`src/rtl/operand_bypass_net.sv`:
```
// operand_bypass_net: EX-stage operand network.
// Tracks the last DEPTH register-writing producers in a shift pipeline
// (stage 0 = MEM, 1 = WB, 2.. = post-WB). Each source operand takes the value
// from the youngest matching producer, or from the register file if none matches.
// A match on a load whose data has not returned yet raises a load-use stall.
// Also selects ALU operands A/B (PC for AUIPC, I/S/U immediates) and counts
// stall cycles.
// Ports:
//   clock, reset_n            rising-edge clock, async active-low reset
//   ex_valid/ex_ir/ex_pc      EX instruction (valid, word, PC)
//   ex_rs1_val/ex_rs2_val     register-file source values
//   ex_result                 ALU result of the EX instruction, captured when it fires
//   mem_hold                  freezes the tracker (external memory stall)
//   ld_data_valid/ld_data     load data for the stage-0 record
//   ain/bin                   ALU operands A/B (combinational)
//   store_data                forwarded rs2 (combinational)
//   stall                     hold EX/IF/ID and inject a bubble (combinational)
//   fwd_hit                   [0]=rs1, [1]=rs2 taken from the tracker (combinational)
//   stall_cnt                 saturating count of stall cycles (registered)
module operand_bypass_net #(
    parameter int unsigned XLEN  = 32,
    parameter int unsigned DEPTH = 3,
    parameter int unsigned RAW   = 5,
    parameter int unsigned CNT_W = 16
) (
    input  logic             clock,
    input  logic             reset_n,
    input  logic             ex_valid,
    input  logic [31:0]      ex_ir,
    input  logic [XLEN-1:0]  ex_pc,
    input  logic [XLEN-1:0]  ex_rs1_val,
    input  logic [XLEN-1:0]  ex_rs2_val,
    input  logic [XLEN-1:0]  ex_result,
    input  logic             mem_hold,
    input  logic             ld_data_valid,
    input  logic [XLEN-1:0]  ld_data,
    output logic [XLEN-1:0]  ain,
    output logic [XLEN-1:0]  bin,
    output logic [XLEN-1:0]  store_data,
    output logic             stall,
    output logic [1:0]       fwd_hit,
    output logic [CNT_W-1:0] stall_cnt
);

    localparam logic [6:0] OPC_OP     = 7'b0110011;
    localparam logic [6:0] OPC_OPIMM  = 7'b0010011;
    localparam logic [6:0] OPC_LOAD   = 7'b0000011;
    localparam logic [6:0] OPC_STORE  = 7'b0100011;
    localparam logic [6:0] OPC_BRANCH = 7'b1100011;
    localparam logic [6:0] OPC_LUI    = 7'b0110111;
    localparam logic [6:0] OPC_AUIPC  = 7'b0010111;
    localparam logic [6:0] OPC_JAL    = 7'b1101111;
    localparam logic [6:0] OPC_JALR   = 7'b1100111;

    typedef struct packed {
        logic            vld;
        logic [RAW-1:0]  rd;
        logic            is_ld;
        logic [XLEN-1:0] val;
        logic            val_ok;
    } rec_t;

    rec_t stage_q [DEPTH];

    logic [6:0]      opcode;
    logic [RAW-1:0]  rd, rs1, rs2;
    logic            use_rs1, use_rs2, writes_rd, is_load;
    logic [XLEN-1:0] imm_i, imm_s, imm_u;
    logic            hit1, ok1, hit2, ok2;
    logic [XLEN-1:0] val1, val2;
    logic [XLEN-1:0] rs1_fwd, rs2_fwd;
    logic            fire, fill;
    rec_t            push_rec, fill_rec;

    // Instruction field decode
    assign opcode  = ex_ir[6:0];
    assign rd      = RAW'(ex_ir[11:7]);
    assign rs1     = RAW'(ex_ir[19:15]);
    assign rs2     = RAW'(ex_ir[24:20]);
    assign is_load = (opcode == OPC_LOAD);

    assign imm_i = XLEN'($signed(ex_ir[31:20]));
    assign imm_s = XLEN'($signed({ex_ir[31:25], ex_ir[11:7]}));
    assign imm_u = XLEN'($signed({ex_ir[31:12], 12'b0}));

    // Which sources the opcode reads and whether it writes rd
    always_comb begin
        use_rs1   = 1'b0;
        use_rs2   = 1'b0;
        writes_rd = 1'b0;
        case (opcode)
            OPC_OP: begin
                use_rs1   = 1'b1;
                use_rs2   = 1'b1;
                writes_rd = 1'b1;
            end
            OPC_OPIMM, OPC_LOAD, OPC_JALR: begin
                use_rs1   = 1'b1;
                writes_rd = 1'b1;
            end
            OPC_STORE, OPC_BRANCH: begin
                use_rs1 = 1'b1;
                use_rs2 = 1'b1;
            end
            OPC_LUI, OPC_AUIPC, OPC_JAL: begin
                writes_rd = 1'b1;
            end
            default: ;
        endcase
    end

    // Youngest-match search: scan oldest to youngest so the lowest index wins
    always_comb begin
        hit1 = 1'b0;
        ok1  = 1'b0;
        val1 = '0;
        hit2 = 1'b0;
        ok2  = 1'b0;
        val2 = '0;
        for (int i = int'(DEPTH) - 1; i >= 0; i--) begin
            if (stage_q[i].vld && (rs1 != '0) && (stage_q[i].rd == rs1)) begin
                hit1 = 1'b1;
                ok1  = stage_q[i].val_ok;
                val1 = stage_q[i].val;
            end
            if (stage_q[i].vld && (rs2 != '0) && (stage_q[i].rd == rs2)) begin
                hit2 = 1'b1;
                ok2  = stage_q[i].val_ok;
                val2 = stage_q[i].val;
            end
        end
    end

    assign rs1_fwd    = (hit1 && ok1) ? val1 : ex_rs1_val;
    assign rs2_fwd    = (hit2 && ok2) ? val2 : ex_rs2_val;
    assign fwd_hit    = {use_rs2 & hit2 & ok2, use_rs1 & hit1 & ok1};
    assign stall      = ex_valid & ((use_rs1 & hit1 & ~ok1) | (use_rs2 & hit2 & ~ok2));
    assign fire       = ex_valid & ~stall & ~mem_hold;
    assign store_data = rs2_fwd;

    // ALU operand select
    always_comb begin
        ain = rs1_fwd;
        bin = rs2_fwd;
        case (opcode)
            OPC_AUIPC: ain = ex_pc;
            OPC_LUI:   ain = '0;
            default: ;
        endcase
        case (opcode)
            OPC_OPIMM, OPC_LOAD, OPC_JALR: bin = imm_i;
            OPC_STORE:                     bin = imm_s;
            OPC_LUI, OPC_AUIPC:            bin = imm_u;
            default: ;
        endcase
    end

    // New stage-0 record and load-data fill of the current stage-0 record
    always_comb begin
        push_rec = '0;
        if (fire && writes_rd && (rd != '0)) begin
            push_rec.vld    = 1'b1;
            push_rec.rd     = rd;
            push_rec.is_ld  = is_load;
            push_rec.val    = ex_result;
            push_rec.val_ok = ~is_load;
        end
        fill            = ld_data_valid & stage_q[0].vld & stage_q[0].is_ld & ~stage_q[0].val_ok;
        fill_rec        = stage_q[0];
        fill_rec.val    = ld_data;
        fill_rec.val_ok = 1'b1;
    end

    // Producer tracker: shift when not held; a fill lands on wherever the stage-0 record ends up
    always_ff @(posedge clock or negedge reset_n) begin
        if (!reset_n) begin
            for (int i = 0; i < int'(DEPTH); i++) begin
                stage_q[i] <= '0;
            end
        end else if (!mem_hold) begin
            stage_q[0] <= push_rec;
            for (int i = 1; i < int'(DEPTH); i++) begin
                stage_q[i] <= ((i == 1) && fill) ? fill_rec : stage_q[i-1];
            end
        end else if (fill) begin
            stage_q[0] <= fill_rec;
        end
    end

    // Saturating stall-cycle counter
    always_ff @(posedge clock or negedge reset_n) begin
        if (!reset_n) begin
            stall_cnt <= '0;
        end else if (stall && (stall_cnt != '1)) begin
            stall_cnt <= stall_cnt + CNT_W'(1);
        end
    end

endmodule

```
`config.mk`:
```
export PLATFORM = sky130hd
export DESIGN_NAME = operand_bypass_net
export DESIGN_NICKNAME = d
export VERILOG_FILES = /design/src/rtl/operand_bypass_net.sv
export SDC_FILE = /design/constraint.sdc
export NUM_CORES = 1
export LEC_CHECK = 0
export CAP_MARGIN = 20
export CORE_ASPECT_RATIO = 2
export CORE_MARGIN = 2
export CORE_UTILIZATION = 46
export CTS_CLUSTER_SIZE = 24
export DETAILED_ROUTE_END_ITERATION = 16
export PLACE_DENSITY_LB_ADDON = 0.15
export SLEW_MARGIN = 20
export SYNTH_ARGS = -nofsm -noshare
export SYNTH_HDL_FRONTEND = slang
export SYNTH_SLANG_ARGS = --single-unit
```
`constraint.sdc`:
```
create_clock -name clock -period 5.16 [get_ports clock]
set_input_delay 1.032 -clock clock [delete_from_list [all_inputs] [get_ports clock]]
set_output_delay 1.032 -clock clock [all_outputs]
set_load 0.01 [all_outputs]
```
==> flow_summary.ini, run 1 <==
[run_status]
status = complete, no violations

[global_route]
grt_pass1_wl_um = 57000
overflow = 0
antenna_found_initial = 3
grt_pass1_vias = 10100
grt_max_degree = 68
grt.total_usage_pct = 37.5

[timing]
relSlewSlack_pct = 26.5
finClkSkew_ns = 0.00912
fin_crit_sh_pct = 98.8
hold_viol = 0
worstMarginPinSlew_ns = 1.10
rsz0062_at_grt = no
fmax_ghz = 0.196
setup_viol = 0
finalSetupTns_ns = 0
finalMaxSlewViolations = 0
fin_crit_ns = 5.10

[yosys]
synth_largest_area_cell = dfrtp_1
synth_top_area_share_pct = 38.3
synth_xor_area_share_pct = 4.40
yosys.cell_types.count = 47
avgSynthCellArea_sq_um = 9.36
async_flop_share_pct = 100
syn_inst = 935
ys_ff_latch = 134
synth_fa_ha_area_share_pct = 0.143
yosys-top-cells-area = dfrtp_1 38%, mux2_2 14%, a221oi_1 6.2%
yosysWarnings = 0
synthMuxAreaShare_pct = 14.7
synth_compound_area_share_pct = 24.9
synth_flop_cell = dfrtp_1
synth_edf_count = 0
syn-cell-area_sq_mm = 0.00876
synth_top_family_by_area = compound AO/OA/AOI/OAI gates
yosys.area_share.simple_pct = 12.6
seq_area_frac_synth_pct = 38.3
synth_fp_nets = 1133

[power]
ir_drop_mv = 0.178
internal-power_w = 0.00217
p_sw_w = 0.000687
clkPwrFrac_pct = 46.2
power_density_mw_per_mm2 = 211
p_leak_nw = 6.29
power_frac_comb_pct = 16.1
seqPwrFrac_pct = 37.7
p_sw_share_pct = 24.0

[routing]
via_per_inst = 6.33
drt_iter0_drc = 728
wl_per_cell_um = 24.8
ant_nets = 0
drcViolationCount = 0
drt-total-wl_um = 38300
firstDrtPassIters = 5
vias = 9792

[critical_path]
endpoint_kind = primary output
cpPeakStageDelay_ns = 0.56
cp_cell_sequence = clkdlybuf4s50_1 > or4_4 > nor2_4 > nor3_2 > nor4bb_4 > o22ai_4 > buf_12 > buf_2 > buf_4 > or3_1 > a21oi_2 > clkdlybuf4s15_2
worstPathMaxFanout = 7
cp_data_required_time_ns = 4.13
cpMaxStageDelayCell = or4_4
arrival_ns = 4.07
criticalPathCategory = in -> out
crit_path_start_kind = input pin

[final_layout]
multi_input_area_sq_mm = 0.00520
layout-drive-gt1-share_pct = 22.1
filler_cell_count = 1459
final_common_cell = clkdlybuf4s50_1
areaGrowthSynthToFinish_pct = 55.2
fin_nets = 1473
mostFrequentLayoutCells = 218 x clkdlybuf4s50_1, 134 x dfrtp_1, 108 x mux2_2
final-seq-area_sq_mm = 0.00335
finish.instance_area_sq_mm = 0.0136
instances_no_fill = 1547

[place]
numPortBuffers = 311
hpwl_um = 27300
postPlaceCellArea_sq_mm = 0.0126
dp.cells = 1499
gp_congestion = 0.981

[flow_run]
cap_violations = 0

[clock_tree]
clockBufferDepth = 2
clk_pin_slew_ns = 0.06
cts.htree.levels = 4
cts.sinks = 134
cts_hold_buffers = 0
clk_latency_ns = 0.42
cts-root-buf = clkbuf_16
cts_tree = built
cts_buffers = 17

[floorplanning]
die_h_um = 199
rows = 71
pin_count = 312
fp.dieArea_sq_mm = 0.0202
start_util_pct = 46.7
die_x_um = 102
core_sq_mm = 0.0187

[min_path]
hold_path_class = reg -> reg
-- registers in the layout (all words and copies together), names as in the netlist --
name       cells
stage_q      111
stall_cnt     16
fill_rec       7
-- cells in the mapped netlist, types with 2 or more instances --
cell      count
a21oi_1      99
buf_6         5
buf_2        10
or4_1         3
or2_2         2
inv_1         9
and4_1        2
o21ai_1      14
mux2_2      108
dfrtp_1     134
nand2b_1      2
a21o_1        3
a221o_1      21
and2_1        4
o21a_1        2
xnor2_1      39
nand3_1      20
o31ai_1       6
or3_1        36
a22o_1       46
nand2_1      49
a221oi_1     62
mux2i_1       7
clkbuf_1     70
nand4_1      11
a222oi_1      5
o21ai_0      51
nor4_1        2
xor2_1        5
nor3_1       10
a31oi_1       2
nor2_1       67
and3_1       10
buf_1         6
-- repair_timing --
action,4_1_cts,5_1_grt
setup endpoints to repair,88,58
pin swaps,6,3
endpoints found under the hold margin,0,0
gates resized for setup,97,45
buffers inserted,11,0
gates cloned,1,0
-- worst paths after layout --
kind / from / to / slack [ns] / cells past startpoint
worst max-delay path: ex_ir[15] / ain[26] / 0.06 / 12
max in group asynchronous: reset_n / stage_q[40] / 3.64 / 2
min in group asynchronous: reset_n / stage_q[110] / 0.52 / 1
worst max register to register: stage_q[38] / stage_q[110] / 1.68 / 12
worst min register to register: stall_cnt[8] / stall_cnt[8] / 0.51 / 1
worst min-delay path: stall_cnt[8] / stall_cnt[8] / 0.51 / 1
-- worst max-delay path: cells and delay by family --
kind / cells / cell delay, ns
and+or+nand+nor: 5 / 1.51
AOI/OAI and AO/OA: 2 / 0.35
buffers and inverters: 5 / 1.17
-- metal layers --
layer / share of wire [%] / track usage [%]
met3: 7.1 / 6.47
met4: 7.2 / 25.6
met5: 0 / 0
met2: 51 / 63.4
met1: 35 / 42.0
-- metrics by stage --
stage	hold WS, ns	util [%]	worst slack (ns)	power [W]
2_1_floorplan	0.474	-	0.554	0.00124
3_3_place_gp	0.486	67.2	-0.389	0.00156
3_5_place_dp	0.501	67.2	-0.430	0.00157
4_1_cts	0.513	71.8	-0.0221	0.00287
5_1_grt	0.521	72.5	0.00986	0.00294
6_report	0.513	72.5	0.0605	0.00286
-- power by group through the flow --
stage	clock network, W	registers, W	logic (W)
detailed placement	0	0.00110	0.000470
CTS	0.00133	0.00108	0.000460
floorplan	0	0.00109	0.000149
global placement	0	0.00110	0.000469
global route	0.00137	0.00108	0.000489
finish	0.00132	0.00108	0.000461
-- cell type report --
type,count,share of cell area [%]
Tap cell,255,2.35
Inverter,9,0.249
Sequential cell,134,24.7
Multi-Input combinational cell,700,38.3
Clock buffer,20,3.43
Antenna cell,4,0.0737
Clock inverter,12,1.29
Timing Repair Buffer,413,29.7
-- kinds of logic after synthesis --
kind of cell	Yosys count
AO/OA/AOI/OAI	316
AND/OR/NAND/NOR	224
flip-flops	134
multiplexers	115
buffers and inverters	101
XOR/XNOR	44
adder cells (fa/ha/maj)	1
No activity file was read; power rests on OpenSTA's default activity.
==> inputs of run 2 (changes only) <==
CORE_UTILIZATION = 30   (was 46)
CTS_CLUSTER_SIZE = 28   (was 24)
==> flow_summary.ini, run 2 (same netlist as run 1, synthesis figures left out) <==
[run_status]
status = complete, no violations

[final_layout]
areaGrowthSynthToFinish_pct = 55.6
largest_reg_flops = 111
fin_nets = 1468
filler_cell_count = 2782
mostFrequentLayoutCells = 231 x clkdlybuf4s50_1, 134 x dfrtp_1, 108 x mux2_2
layout-drive-gt1-share_pct = 22.1
largest_register = stage_q
final_common_cell = clkdlybuf4s50_1

[clock_tree]
cts-root-buf = clkbuf_16
cts.sinks = 134
cts_buffers = 17
cts_tree = built
clk_latency_ns = 0.45
cts.htree.levels = 4
clockBufferDepth = 2
cts_hold_buffers = 0
clk_pin_slew_ns = 0.06

[routing]
drcViolationCount = 0
vias = 9328
drt_iter0_drc = 574
wl_per_cell_um = 24.5
firstDrtPassIters = 9
ant_nets = 0
drt-total-wl_um = 40200
via_per_inst = 5.67

[timing]
finClkSkew_ns = 0.00921
rsz0062_at_grt = yes
fin_crit_ns = 5.10
finalMaxSlewViolations = 0
relSlewSlack_pct = 35.0
fin_crit_sh_pct = 98.7
setup_viol = 0
fmax_ghz = 0.196
worstMarginPinSlew_ns = 0.975
setup_ws_ns = 0.0649
finalSetupTns_ns = 0
hold_viol = 0

[critical_path]
startpoint = ex_ir[20]
path_depth = 11
r2r-end = stage_q[107]
critical_path_buf_inv_count = 5
arrival_ns = 4.06
cpPeakStageDelay_ns = 0.59
endpoint_kind = primary output
cp_data_required_time_ns = 4.13
criticalPathCategory = in -> out
cpLargestDelayFamily = buffers and inverters
cp_cell_sequence = clkdlybuf4s50_1 > or4_4 > o211ai_1 > buf_4 > nor3_4 > buf_12 > a221oi_1 > nor2_1 > buf_4 > mux2_2 > clkdlybuf4s50_1
cpMaxStageDelayCell = or4_4
timing.rr.start = stage_q[38]
rrSetupSlack_ns = 1.94
endpoint = store_data[0]
worstPathMaxFanout = 17
crit_path_start_kind = input pin
reg2reg_depth = 12

[global_route]
grt.total_usage_pct = 26.0
grt_pass1_wl_um = 60000
grt_pass1_vias = 9757
antenna_found_initial = 3
grt_max_degree = 95
overflow = 0

[floorplanning]
pin_count = 312
core_sq_mm = 0.0287
fp.dieArea_sq_mm = 0.0307
start_util_pct = 30.5
die_h_um = 246
rows = 88
die_x_um = 125

[flow_run]
cap_violations = 0

[power]
p_total_w = 0.00289
ir_drop_mv = 0.243
p_leak_nw = 6.12
power_density_mw_per_mm2 = 212

[place]
post-place-ws_ns = -0.307
hpwl_um = 29000
gp_congestion = 0.886
numPortBuffers = 311

[min_path]
hold_path_class = reg -> reg
==> run 2: through the flow <==
stage	area (sq um)	hold slack, ns	util [%]	cells
CTS	13500	0.502	47.1	1641
finish	13600	0.497	47.4	1645
global route	13600	0.515	47.4	1645
floorplan	8760	0.474	-	935
detailed placement	12800	0.489	44.4	1602
global placement	12800	0.487	44.4	1602
==> run 2: final cells by class <==
type	instances	area (sq um)	area share (%)
Antenna cell	2	5.00	0.0367
Clock buffer	21	460	3.38
Inverter	9	33.8	0.248
Tap cell	360	450	3.31
Sequential cell	134	3350	24.6
Clock inverter	11	171	1.26
Timing Repair Buffer	408	3950	29.0
Multi-Input combinational cell	700	5210	38.2
==> run 2: timing repair <==
action                                  CTS  global route
resized for setup                        89            42
setup buffers                             6             2
pin swaps                                 6             7
gates cloned                              1             0
endpoints found under the setup margin   79            33
==> run 2: how the worst min path moves through the flow <==
stage          cells past startpoint            end          start
2_1_floorplan                      2    stage_q[29]    stage_q[29]
3_3_place_gp                       1   stall_cnt[7]   stall_cnt[7]
3_5_place_dp                       1  stall_cnt[15]  stall_cnt[15]
4_1_cts                            1  stall_cnt[15]  stall_cnt[15]
5_1_grt                            1  stall_cnt[15]  stall_cnt[15]
6_report                           1  stall_cnt[15]  stall_cnt[15]
==> run 2: report_power, final <==
group / internal (W) / total (W) / switching (W)
registers: 0.00106 / 0.00108 / 0.0000135
logic: 0.000265 / 0.000464 / 0.000199
clock network: 0.000835 / 0.00134 / 0.000509
total: 0.00216 / 0.00289 / 0.000721
==> run 2: routing by layer <==
metal,global-route usage (%),part of all wire [%]
met1,27.8,36
met2,47.8,54
met3,5.27,5.9
met4,13.5,4.5
met5,0,0.020
